===== config.mk =====
export PLATFORM = sky130hd
export DESIGN_NAME = alu_cmd_sequencer
export DESIGN_NICKNAME = d
export VERILOG_FILES = /design/src/rtl/alu_cmd_sequencer.sv
export SDC_FILE = /design/constraint.sdc
export NUM_CORES = 1
export LEC_CHECK = 0
export CORE_ASPECT_RATIO = 0.8
export CORE_UTILIZATION = 40
export DETAILED_ROUTE_END_ITERATION = 12
export PLACE_DENSITY_LB_ADDON = 0.3
export SYNTH_ARGS = -nofsm -noshare
export SYNTH_HDL_FRONTEND = slang
export SYNTH_SLANG_ARGS = --single-unit

===== constraint.sdc =====
create_clock -name clk -period 4.45 [get_ports clk]
set_clock_uncertainty 0.1 [all_clocks]
set_input_delay 1.1125 -clock clk [delete_from_list [all_inputs] [get_ports clk]]
set_output_delay 1.1125 -clock clk [all_outputs]
set_load 0.05 [all_outputs]

===== src/rtl/alu_cmd_sequencer.sv =====
// alu_cmd_sequencer: FIFO-buffered command issue to a combinational ALU with valid/ready result return
module alu_cmd_sequencer #(
    parameter int WIDTH = 32,
    parameter int DEPTH = 4
) (
    input  logic             clk,
    input  logic             rst,
    input  logic             cmd_valid,
    output logic             cmd_ready,
    input  logic [1:0]       cmd_op,
    input  logic [WIDTH-1:0] cmd_a,
    input  logic [WIDTH-1:0] cmd_b,
    output logic [WIDTH-1:0] alu_a,
    output logic [WIDTH-1:0] alu_b,
    output logic [1:0]       alu_s,
    input  logic [WIDTH-1:0] alu_y,
    output logic             rsp_valid,
    input  logic             rsp_ready,
    output logic [WIDTH-1:0] rsp_data,
    output logic [1:0]       rsp_op,
    output logic             rsp_zero,
    output logic             busy
);
    localparam int AW = $clog2(DEPTH);
    typedef enum logic [1:0] {IDLE, ISSUE, RESP} state_t;
    state_t           state;
    logic [WIDTH-1:0] fa [DEPTH];
    logic [WIDTH-1:0] fb [DEPTH];
    logic [1:0]       fs [DEPTH];
    logic [AW-1:0]    wr_ptr, rd_ptr;
    logic [AW:0]      count;
    logic             push, pop;
    assign cmd_ready = count != (AW+1)'(DEPTH);
    assign push      = cmd_valid & cmd_ready;
    assign pop       = count != '0 && (state == IDLE || (state == RESP && rsp_ready));
    assign busy      = state != IDLE || count != '0;
    always_ff @(posedge clk) begin
        if (push) begin
            fa[wr_ptr] <= cmd_a;
            fb[wr_ptr] <= cmd_b;
            fs[wr_ptr] <= cmd_op;
        end
    end
    always_ff @(posedge clk or posedge rst) begin
        if (rst) begin
            state     <= IDLE;
            wr_ptr    <= '0;
            rd_ptr    <= '0;
            count     <= '0;
            alu_a     <= '0;
            alu_b     <= '0;
            alu_s     <= '0;
            rsp_valid <= 1'b0;
            rsp_data  <= '0;
            rsp_op    <= '0;
            rsp_zero  <= 1'b0;
        end else begin
            if (push) wr_ptr <= wr_ptr + 1'b1;
            if (pop) begin
                rd_ptr <= rd_ptr + 1'b1;
                alu_a  <= fa[rd_ptr];
                alu_b  <= fb[rd_ptr];
                alu_s  <= fs[rd_ptr];
            end
            if (push != pop) count <= push ? count + 1'b1 : count - 1'b1;
            case (state)
                IDLE:  if (pop) state <= ISSUE;
                ISSUE: begin
                    rsp_data  <= alu_y;
                    rsp_op    <= alu_s;
                    rsp_zero  <= alu_y == '0;
                    rsp_valid <= 1'b1;
                    state     <= RESP;
                end
                RESP: if (rsp_ready) begin
                    rsp_valid <= 1'b0;
                    state     <= pop ? ISSUE : IDLE;
                end
                default: state <= IDLE;
            endcase
        end
    end
endmodule


==> impl_metrics.tcl, run 1 <==
set metrics [dict create \
    clockRootBuffer "clkbuf_16" \
    setup-tns-final_ns 0 \
    clockPowerShare 0.216 \
    slowest_delay_ns 0.75 \
    grt_pass1_wl_um 43100 \
    fin_crit_ns 3.43 \
    synth_area_leaders "edfxtp_1 57%, dfrtp_1 20%, mux4_2 11%, mux2_2 5.4%, nand2_1 2.9%" \
    grt_max_degree 68 \
    numClockSinks 375 \
    layout_common_cells "264 x edfxtp_1, 205 x clkdlybuf4s50_1, 109 x dfrtp_1" \
    reg2reg_depth 3 \
    io_pins 206 \
    p_seq_frac 0.391 \
    fp.dieH_um 169 \
    leakagePower_nw 6.33 \
    path_max_fanout 7 \
    required_ns 3.24 \
    final_common_cell "edfxtp_1" \
    dr.pass1.iters 4 \
    antenna_found_initial 1 \
    period_share 0.770 \
    hold_viol 0 \
    p_sw_frac 0.365 \
    path_clk_slew_ns 0.06 \
    pre_cts_ws_ns 1.22 \
    tightest_slew_ns 1.05 \
    cts_buffers 38 \
    slowest_stage "clkdlybuf4s50_1" \
    clk_latency_ns 0.53 \
    power_density_nw_per_um2 783 \
    grt_usage 0.162 \
    hold_buffers 0 \
    synthFlopType "edfxtp_1" \
    wl_per_cell_um 19.9 \
    r2r_end "alu_a[16]" \
    vdd_drop_max_v 0.000426 \
    yosys_warnings 0 \
    drcViolationCount 0 \
    path_class "reg2out" \
    initial_core_util 0.410 \
    r2r_slack_ns 2.27 \
    cts_tree "done" \
    ant_nets 0 \
    drive_above_1_share 0.224 \
    hp-start "rsp_data[27]" \
    synth_cells 696 \
    overflow 0 \
    timing.slew.headroom 0.302 \
    hold_path_end "rsp_data[27]" \
    synthToLayoutAreaGrowth_pct 27.6 \
    run_status "completed" \
    cts.htree.levels 2 \
    r2r-start "rd_ptr[0]" \
    setup_viol 0 \
    multi_input_area_um2 3010 \
    syn-cell-area_um2 13900 \
    setup_ws_ns 1.02 \
    whs_path_depth 2 \
    diodes 0 \
    vias 6974 \
    worstPathArrival_ns 2.21 \
    cts_setup_buffers 0 \
    ys_seq_elements 375 \
    max_clock_freq_mhz 292 \
    utilization 0.523 \
    fillCellCount 2705 \
    end_kind "primary output" \
    seq_area_frac_synth 0.771 \
    drv_cap 0 \
    hold_path_class "reg2reg" \
    routed_wl_um 28300 \
    grt_pass1_vias 7262 \
    cts_resized 0 \
    comb_power_share 0.393 \
    drt_iter0_markers 470 \
    async_reset_ff_frac 0.296 \
    rows 60 \
    syn-num-nets 803 \
    synth-edff-count 264 \
    die_w_um 210 \
    netlist.top_cell.by_area "edfxtp_1" \
    clk_path_buf_depth 3 \
    yosysUniqueCellTypes 32 \
    finalPower_mw 13.9 \
    place_hpwl_um 17300 \
    crit_chain "or3b_1 -> clkdlybuf4s50_1" \
    core_um2 33900 \
    die_area_um2 35500 \
    drv_slew 0 \
    final_nets 1030 \
    gp_congestion 0.780 \
    start_kind "register" \
    avgViaCountPerCell 4.92 \
    synth.avg_cell_area_um2 19.9 \
    register_area_um2 10700 \
    port_buffers 205 \
    power.internal_mw 8.80 \
    rsz0062_at_grt "false" \
    netlist.area_leader.share 0.571 \
    switching_power_mw 5.07 \
]
[flip-flops by register name, summed over array words and instances, names as in the netlist, 3 cells and up]
register	cells
fa	128
alu_b	32
fb	128
count	3
rsp_data	32
fs	8
alu_a	32
[metrics by stage]
stage          cell area, um^2  hold WS, ns  cells
6_report                 17700        0.372   1418
5_1_grt                  17700        0.384   1418
4_1_cts                  17700        0.376   1418
3_5_place_dp             16500        0.361   1348
3_3_place_gp             16500        0.358   1348
2_1_floorplan            13900        0.378    696
[power by group through the flow]
stage                     Clock, mW  Combinational (mW)  Sequential [mW]
final                          3.00                5.45             5.42
after global routing           3.21                5.78             5.54
after CTS                      3.08                5.54             5.45
after detailed placement          0                5.52             5.50
after global placement            0                5.48             5.49
after floorplan                   0                2.34             6.86
[worst max-delay path by stage]
stage | startpoint | endpoint | slack, ns | depth (start not counted)
after floorplan | rst | alu_a[0] | 0.31 | 1
after detailed placement | cmd_valid | fa[2][7] | 1.22 | 3
after global placement | cmd_valid | fa[2][7] | 1.23 | 3
after global routing | count[0] | cmd_ready | 0.96 | 2
after CTS | count[0] | cmd_ready | 0.99 | 2
final | count[0] | cmd_ready | 1.02 | 2
[routing by layer]
metal	global-route usage	vias up	wire length, um
met5	0	-	9
met4	0.0444	2	498
met3	0.0365	44	1450
met2	0.247	178	13100
met1	0.234	3610	13200
li1	-	3140	-
[cell families (layout without fill, tap and decap cells)]
family,after synthesis,in the layout,share of synthesized area
flip-flops,375,375,0.771
multiplexers,133,133,0.161
AND/OR/NAND/NOR,131,131,0.0409
buffers and inverters,39,296,0.0140
AO/OA/AOI/OAI,7,7,0.00324
XOR/XNOR,6,6,0.00433
adder cells (fa/ha/maj),5,5,0.00505
[synthesized netlist by cell type, types with 2 or more instances]
master	instances
nor4_1	9
buf_2	11
xnor2_1	4
nand2b_1	2
nand4_1	2
ha_1	4
nand2_1	107
mux2_2	66
a21oi_1	2
mux4_2	66
buf_4	3
buf_6	3
inv_1	5
clkbuf_1	16
nor2b_1	2
and3_1	4
dfrtp_1	111
edfxtp_1	264
o21ai_0	2
[area by class of cell]
class,count,area share
Inverter,6,0.00141
Sequential cell,375,0.605
Clock inverter,17,0.00699
Timing Repair Buffer,220,0.125
Multi-Input combinational cell,282,0.170
Tap cell,465,0.0328
Clock buffer,53,0.0591
[worst max-delay path: cells and delay by family (launching register included)]
family                 cells  cell delay [ns]
AND/OR/NAND/NOR            1             0.52
flip-flops                 1             0.44
buffers and inverters      1             0.75
Note: power is estimated with default switching activity, not from simulation.
==> run 2: changes to the inputs <==
==> constraint.sdc (replaced) <==
create_clock -name clk -period 3.5 [get_ports clk]
set_clock_uncertainty 0.1 [all_clocks]
set_input_delay 0.875 -clock clk [delete_from_list [all_inputs] [get_ports clk]]
set_output_delay 0.875 -clock clk [all_outputs]
set_load 0.05 [all_outputs]
==> impl_metrics.tcl, run 2 (synthesis results as in run 1) <==
set metrics [dict create \
    r2r_end "alu_a[11]" \
    dr.pass1.iters 4 \
    leakagePower_nw 6.43 \
    tightest_slew_ns 0.621 \
    p_sw_frac 0.359 \
    grt_max_degree 63 \
    clockPowerShare 0.232 \
    core_um2 33900 \
    hold_viol 0 \
    worstPathArrival_ns 2.22 \
    drt_iter0_markers 497 \
    setup_viol 0 \
    multi_input_area_um2 3010 \
    clk_latency_ns 0.53 \
    hold_slack_ns 0.371 \
    avgViaCountPerCell 4.86 \
    pre_cts_ws_ns 0.611 \
    switching_power_mw 6.50 \
    synthToLayoutAreaGrowth_pct 29.6 \
    power.internal_mw 11.6 \
    setup_ws_ns 0.306 \
    post-route-cell-area_um2 18000 \
    setup-tns-final_ns 0 \
    grt_usage 0.164 \
    layout_common_cells "264 x edfxtp_1, 205 x clkdlybuf4s50_1, 109 x dfrtp_1" \
    path_max_fanout 7 \
    fillCellCount 2676 \
    run_status "completed" \
    period_share 0.912 \
    routed_wl_um 28300 \
    rsz0062_at_grt "false" \
    drcViolationCount 0 \
    r2r-start "rd_ptr[0]" \
    io_pins 206 \
    die_area_um2 35500 \
    gp_congestion 0.755 \
    reg2reg_depth 3 \
    cts_resized 0 \
    wl_per_cell_um 19.8 \
    vias 6922 \
    final_nets 1037 \
    finalPower_mw 18.1 \
    timing.slew.headroom 0.586 \
    drive_above_1_share 0.236 \
    comb_power_share 0.391 \
    dpl.cell_count 1355 \
    start_kind "register" \
    drv_slew 0 \
    grt_pass1_vias 7392 \
    path_clk_slew_ns 0.06 \
    cp-startpoint "count[0]" \
    post_layout_nonfiller_instances 1424 \
    hold_buffers 0 \
    final_common_cell "edfxtp_1" \
    initial_core_util 0.410 \
    die_w_um 210 \
    path_class "reg2out" \
    drv_cap 0 \
    end_kind "primary output" \
    place_hpwl_um 18200 \
    hold_path_class "reg2reg" \
    numClockSinks 375 \
    diodes 0 \
    fp.dieH_um 169 \
    max_clock_freq_mhz 313 \
    vdd_drop_max_v 0.000546 \
    overflow 0 \
    rows 60 \
    whs_path_depth 2 \
    ant_nets 0 \
    cts_setup_buffers 0 \
    port_buffers 205 \
    clk_path_buf_depth 3 \
    r2r_slack_ns 1.30 \
    slowest_delay_ns 0.75 \
    power_density_nw_per_um2 1010 \
    endpoint "cmd_ready" \
    crit_chain "or3b_1 -> clkdlybuf4s50_1" \
    clockRootBuffer "clkbuf_16" \
    top_regs "fa: 128 flops, fb: 128 flops" \
    grt_pass1_wl_um 43900 \
    register_area_um2 10700 \
    cts_tree "done" \
    cts_buffers 38 \
    p_seq_frac 0.377 \
    place_area_um2 16700 \
    required_ns 2.52 \
    slowest_stage "clkdlybuf4s50_1" \
    cts.htree.levels 2 \
    utilization 0.532 \
    fin_crit_ns 3.19 \
    antenna_found_initial 0 \
]
run 2: worst max-delay path, delay by kind of cell (launching register included):
kind                   cells  cell delay (ns)
and+or+nand+nor            1             0.52
DFF                        1             0.43
buffers and inverters      1             0.75
run 2: final cells by class:
type / instances / area share
Clock buffer: 46 / 0.0562
Sequential cell: 375 / 0.595
Inverter: 6 / 0.00146
Multi-Input combinational cell: 282 / 0.167
Clock inverter: 23 / 0.0161
Tap cell: 465 / 0.0323
Timing Repair Buffer: 227 / 0.132
run 2: worst min path at each step:
stage	from	endpoint	slack (ns)
global placement	rsp_data[6]	rsp_data[6]	0.36
floorplan	count[2]	count[2]	0.38
CTS	rsp_data[18]	rsp_data[18]	0.38
finish	rsp_data[18]	rsp_data[18]	0.37
detailed placement	rsp_data[18]	rsp_data[18]	0.36
global route	rsp_data[1]	rsp_data[1]	0.39
run 2: power groups by stage:
stage	clock (mW)	combinational [mW]	sequential, mW
floorplan	0	2.97	8.72
global placement	0	7.12	6.92
detailed placement	0	7.18	6.94
CTS	4.31	7.20	6.87
global route	4.48	7.51	7.00
finish	4.20	7.09	6.83
run 2: metal layers:
metal | vias to the layer above | wire length, um | global-route usage
li1 | 3161 | - | -
met1 | 3557 | 13300 | 0.239
met2 | 171 | 13100 | 0.249
met3 | 33 | 1410 | 0.0367
met4 | 0 | 439 | 0.0428
met5 | - | 0 | 0
==> RTL edit 1: new RTL, settings of run 2 <==
The 3 states of `state_t` get a one-hot encoding in 3 bits.
--- a/src/rtl/alu_cmd_sequencer.sv
+++ b/src/rtl/alu_cmd_sequencer.sv
@@ -23,5 +23,5 @@
 );
     localparam int AW = $clog2(DEPTH);
-    typedef enum logic [1:0] {IDLE, ISSUE, RESP} state_t;
+    typedef enum logic [2:0] {IDLE = 3'b001, ISSUE = 3'b010, RESP = 3'b100} state_t;
     state_t           state;
     logic [WIDTH-1:0] fa [DEPTH];
Function: same outputs for any inputs over 4 cycles, from zero or initial values and one cycle with rst high; so few cycles prove little.
==> RTL edit 1 against run 2 <==
Routed wire length shrank 3.8%; largest power group unchanged; design area shrank 0.45%; power shrank 0.57%; setup slack lost 0.011 ns; sequential power is essentially flat; area after synthesis is essentially flat; critical path type unchanged; sequential cell count grew 1.
==> RTL edit 1: results (changes against run 2) <==
{| class="wikitable"
! Metric !! Value
|-
| Outcome || completed (unchanged)
|-
| Met3 WL post-DR || 2090 um (was 1410 um)
|-
| Adder-cell share of the synthesized area || 0.505% (about the same)
|-
| Total via count after detailed routing || 6691 (was 6922)
|-
| Number of DRC markers in iteration 0 || 280 (was 497)
|-
| Post-Synthesis Mean Instance Area || 22.1 um^2 (was 19.9 um^2)
|-
| Synth Area in Compound Gates || 0.343% (was 0.324%)
|-
| Pleak || 6.23 nW (was 6.43 nW)
|-
| Portion of netlist area occupied by mux cells || 19.1% (was 16.1%)
|-
| Syn_nets || 734 (was 803)
|-
| Final weighted congestion in routability-driven placement || 0.716 (was 0.755)
|-
| Routed wire length on met2 || 13000 um (was 13100 um)
|-
| Least-Margin Pin Slew || 0.658 ns (was 0.621 ns)
|-
| Total half-perimeter wirelength after legalization and detailed placement || 16300 um (was 18200 um)
|-
| Antenna violations before repair || 2 (was 0)
|-
| Top area cells in the synthesized netlist || edfxtp_1, dfrtp_1, mux4_2, mux2_2, buf_2 (was edfxtp_1, dfrtp_1, mux4_2, mux2_2, nand2_1)
|-
| Via count of the first global-routing pass || 7161 (was 7392)
|-
| Pin count of the biggest net entering global routing || 113 (was 63)
|-
| Average wire length per cell after detail routing || 20.0 um (was 19.8 um)
|-
| Number of placed instances with taps included || 1287 (was 1355)
|-
| Net switching fraction of the power || 35.2% (was 35.9%)
|-
| Peak VDD IR || 0.576 mV (was 0.546 mV)
|-
| Placement Cell Area || 16700 um^2 (about the same)
|-
| Ratio of cells with drive above 1 in the final layout || 28.3% (was 23.6%)
|-
| Final WL || 27200 um (was 28300 um)
|-
| Fill cells || 2700 (was 2676)
|-
| Global routing usage summed across all routing layers || 15.6% (was 16.4%)
|-
| Ranking of synthesized cells by instance count || edfxtp_1, dfrtp_1, mux2_2, mux4_2, buf_2 (was edfxtp_1, dfrtp_1, nand2_1, mux2_2, mux4_2)
|-
| Highest fanout seen on the critical path || 8 (was 7)
|-
| Clock group share of total power || 22.0% (was 23.2%)
|-
| Clock buffer count from CTS || 37 (was 38)
|-
| Wire length on met1 || 11600 um (was 13300 um)
|}
==> RTL edit 1: cell count changes in the layout (fill, tap and decap cells not counted), moves of 3 or more <==
cell,delta
a21oi_1,+3
clkbuf_8,+7
clkinvlp_4,-4
bufinv_16,-4
mux2_2,+36
nor2_1,+4
clkbuf_1,+4
nand2_1,-103
==> RTL edit 1: metal layers <==
| metal | track usage, % | up-vias |
|---|---|---|
| li1 | - | 2985 |
| met1 | 20.1 | 3491 |
| met2 | 25.4 | 179 |
| met3 | 5.31 | 36 |
| met4 | 4.44 | 0 |
| met5 | 0 | - |
==> RTL edit 1: final timing paths <==
kind                              startpoint            to  slack [ns]  depth (start not counted)
max in group asynchronous                rst     rd_ptr[0]        1.98                          3
worst min register to register  rsp_data[23]  rsp_data[23]        0.40                          1
worst max-delay path                count[0]     cmd_ready        0.30                          2
worst min-delay path            rsp_data[23]  rsp_data[23]        0.40                          1
min in group asynchronous                rst   rsp_data[5]        0.82                          3
worst max register to register      count[0]      count[1]        1.39                          4
==> RTL edit 1: power groups by stage <==
stage          sequential, mW  clock (mW)  combinational, mW
3_3_place_gp             6.90           0               7.29
2_1_floorplan            8.80           0               3.01
6_report                 6.82        3.97               7.23
5_1_grt                  6.98        4.25               7.65
4_1_cts                  6.86        4.09               7.37
3_5_place_dp             6.94           0               7.36
==> RTL edit 1: critical path, cell delays in order, from the launching register on <==
cell and delay [ns]:
dfrtp_1 0.43, or3b_1 0.53, clkdlybuf4s50_1 0.75
==> RTL edit 1: final cells by class <==
cell class,count,area share [%]
Sequential cell,376,59.9
Multi-Input combinational cell,219,16.9
Timing Repair Buffer,223,12.9
Clock buffer,57,6.27
Tap cell,465,3.25
Clock inverter,11,0.615
Inverter,4,0.105
Antenna cell,1,0.0140
==> RTL edit 1: cell families (layout without fill, tap and decap cells) <==
family | after synthesis | count (layout)
other cells | 0 | 1
compound gates | 7 | 7
flops | 376 | 376
simple gates | 31 | 31
fa+ha+maj | 5 | 5
buf+inv | 32 | 295
mux | 170 | 170
xor+xnor | 6 | 6
==> RTL edit 1: per-stage QoR <==
stage	hold WS [ns]	utilization (%)	setup WS (ns)	total power, mW
finish	0.403	52.9	0.295	18.0
floorplan	0.360	-	0.161	11.8
global placement	0.389	49.3	0.601	14.2
CTS	0.408	52.9	0.255	18.3
global route	0.412	52.9	0.216	18.9
detailed placement	0.395	49.3	0.594	14.3
==> RTL edit 2: new RTL, flow settings as in run 2 <==
Made on the original files. Change the parameter `WIDTH` from 32 to 48.
--- a/src/rtl/alu_cmd_sequencer.sv
+++ b/src/rtl/alu_cmd_sequencer.sv
@@ -1,5 +1,5 @@
 // alu_cmd_sequencer: FIFO-buffered command issue to a combinational ALU with valid/ready result return
 module alu_cmd_sequencer #(
-    parameter int WIDTH = 32,
+    parameter int WIDTH = 48,
     parameter int DEPTH = 4
 ) (
Ports: changed (6 resized); port bits go from 206 to 302. No check against the original RTL was run, so the function may have changed too.
==> RTL edit 2 against run 2 <==
Setup slack got worse by 0.070 ns; routed wire length rose by 46%; sequential share of layout area rose by 1.2 points; global-route usage fell by 0.13 points; area after synthesis rose by 46%; sequential cell count rose by 176; power rose by 42%; design area rose by 44%; critical path type unchanged; critical endpoint unchanged.
==> RTL edit 2: results (changes against run 2) <==
{| class="wikitable"
! Metric !! Value
|-
| Outcome || completed (unchanged)
|-
| Top flop regs || fa (192), fb (192) (was fa (128), fb (128))
|-
| Final weighted congestion in routability-driven placement || 0.791 (was 0.755)
|-
| Antenna violations before repair || 3 (was 0)
|-
| Net count of the finished layout || 1491 (was 1037)
|-
| Slowest cell delay on critical path || 0.78 ns (was 0.75 ns)
|-
| Arrival time of the worst setup path || 2.29 ns (was 2.22 ns)
|-
| Top area cells in the synthesized netlist || edfxtp_1, dfrtp_1, mux4_2, mux2_2, nand2_1 (unchanged)
|-
| Clock buffer count from CTS || 54 (was 38)
|-
| Number of DRC markers in iteration 0 || 573 (was 497)
|-
| Global routing usage summed across all routing layers || 16.2% (was 16.4%)
|-
| Pleak || 9.23 nW (was 6.43 nW)
|-
| Total half-perimeter wirelength after legalization and detailed placement || 25200 um (was 18200 um)
|-
| Average wire length per cell after detail routing || 20.1 um (was 19.8 um)
|-
| Port-buffer cells || 301 (was 205)
|-
| Syn_nets || 1158 (was 803)
|-
| Vias per cell || 4.94 (was 4.86)
|-
| Number of synthesized flops with an enable pin || 392 (was 264)
|-
| Via count of the first global-routing pass || 10700 (was 7392)
|-
| Setup Slack @ Placement || 0.609 ns (was 0.611 ns)
|-
| Clock insertion delay at the later pin of the skew report || 0.58 ns (was 0.53 ns)
|-
| Global-route wire length before repair || 62900 um (was 43900 um)
|-
| Pin count of the biggest net entering global routing || 83 (was 63)
|-
| Worst slew slack as a fraction of its limit || 35.7% (was 58.6%)
|-
| Async set-or-reset flop fraction in the synthesized netlist || 28.9% (was 29.6%)
|-
| Worst Hold Class || reg2reg (unchanged)
|-
| Ratio of cells with drive above 1 in the final layout || 21.8% (was 23.6%)
|}
RTL edit 2: per-layer routing:
| metal | routed length, um | global-route usage, % | up-vias |
|---|---|---|---|
| met4 | 1080 | 5.66 | 2 |
| li1 | - | - | 4563 |
| met3 | 2060 | 3.15 | 77 |
| met1 | 17900 | 22.1 | 5288 |
| met2 | 20300 | 26.2 | 238 |
| met5 | 17 | 0 | - |
RTL edit 2: report_power, final:
part	switching, mW	internal (mW)	leakage, nW
Clock	2.32	3.14	0.813
Sequential	0.863	9.00	5.48
Combinational	6.15	4.24	2.93
RTL edit 2: worst paths after layout:
path	start	to	slack, ns	cells after the start
max in group asynchronous	rst	rd_ptr[1]	1.88	3
hold / removal	rsp_data[27]	rsp_data[27]	0.37	2
setup reg to reg	rd_ptr[0]	alu_b[35]	1.22	3
min in group asynchronous	rst	alu_a[8]	0.66	2
hold reg to reg	rsp_data[27]	rsp_data[27]	0.37	2
setup / recovery	count[0]	cmd_ready	0.24	2
RTL edit 2: final cells by class:
class | instances | area [um^2]
repair buffers | 324 | 3340
well taps | 675 | 845
flip-flops and latches | 551 | 15800
fillers | 4034 | 24000
clock buffers | 78 | 1510
multi-input cells | 399 | 4300
clock inverters | 22 | 160
diodes | 3 | 7.51
inverters | 6 | 26.3
RTL edit 2: through the flow:
stage	util (%)	cells
6_report	51.9	2058
5_1_grt	51.9	2055
4_1_cts	51.9	2055
3_5_place_dp	48.6	1955
3_3_place_gp	48.6	1955
2_1_floorplan	-	1003
RTL edit 2: cell families after synthesis:
group / Yosys count / share of synthesized area (%)
AO/OA/AOI/OAI: 7 / 0.222
XOR/XNOR: 6 / 0.295
adder cells (fa/ha/maj): 5 / 0.345
buffers and inverters: 53 / 1.50
flip-flops: 551 / 77.5
multiplexers: 197 / 16.3
AND/OR/NAND/NOR: 184 / 3.82
RTL edit 2: worst reg2reg max path: cells and delay by family (launching register included):
family / cells / cell delay [ns]
buffers and inverters: 1 / 0.39
flip-flops: 1 / 0.86
multiplexers: 2 / 0.83
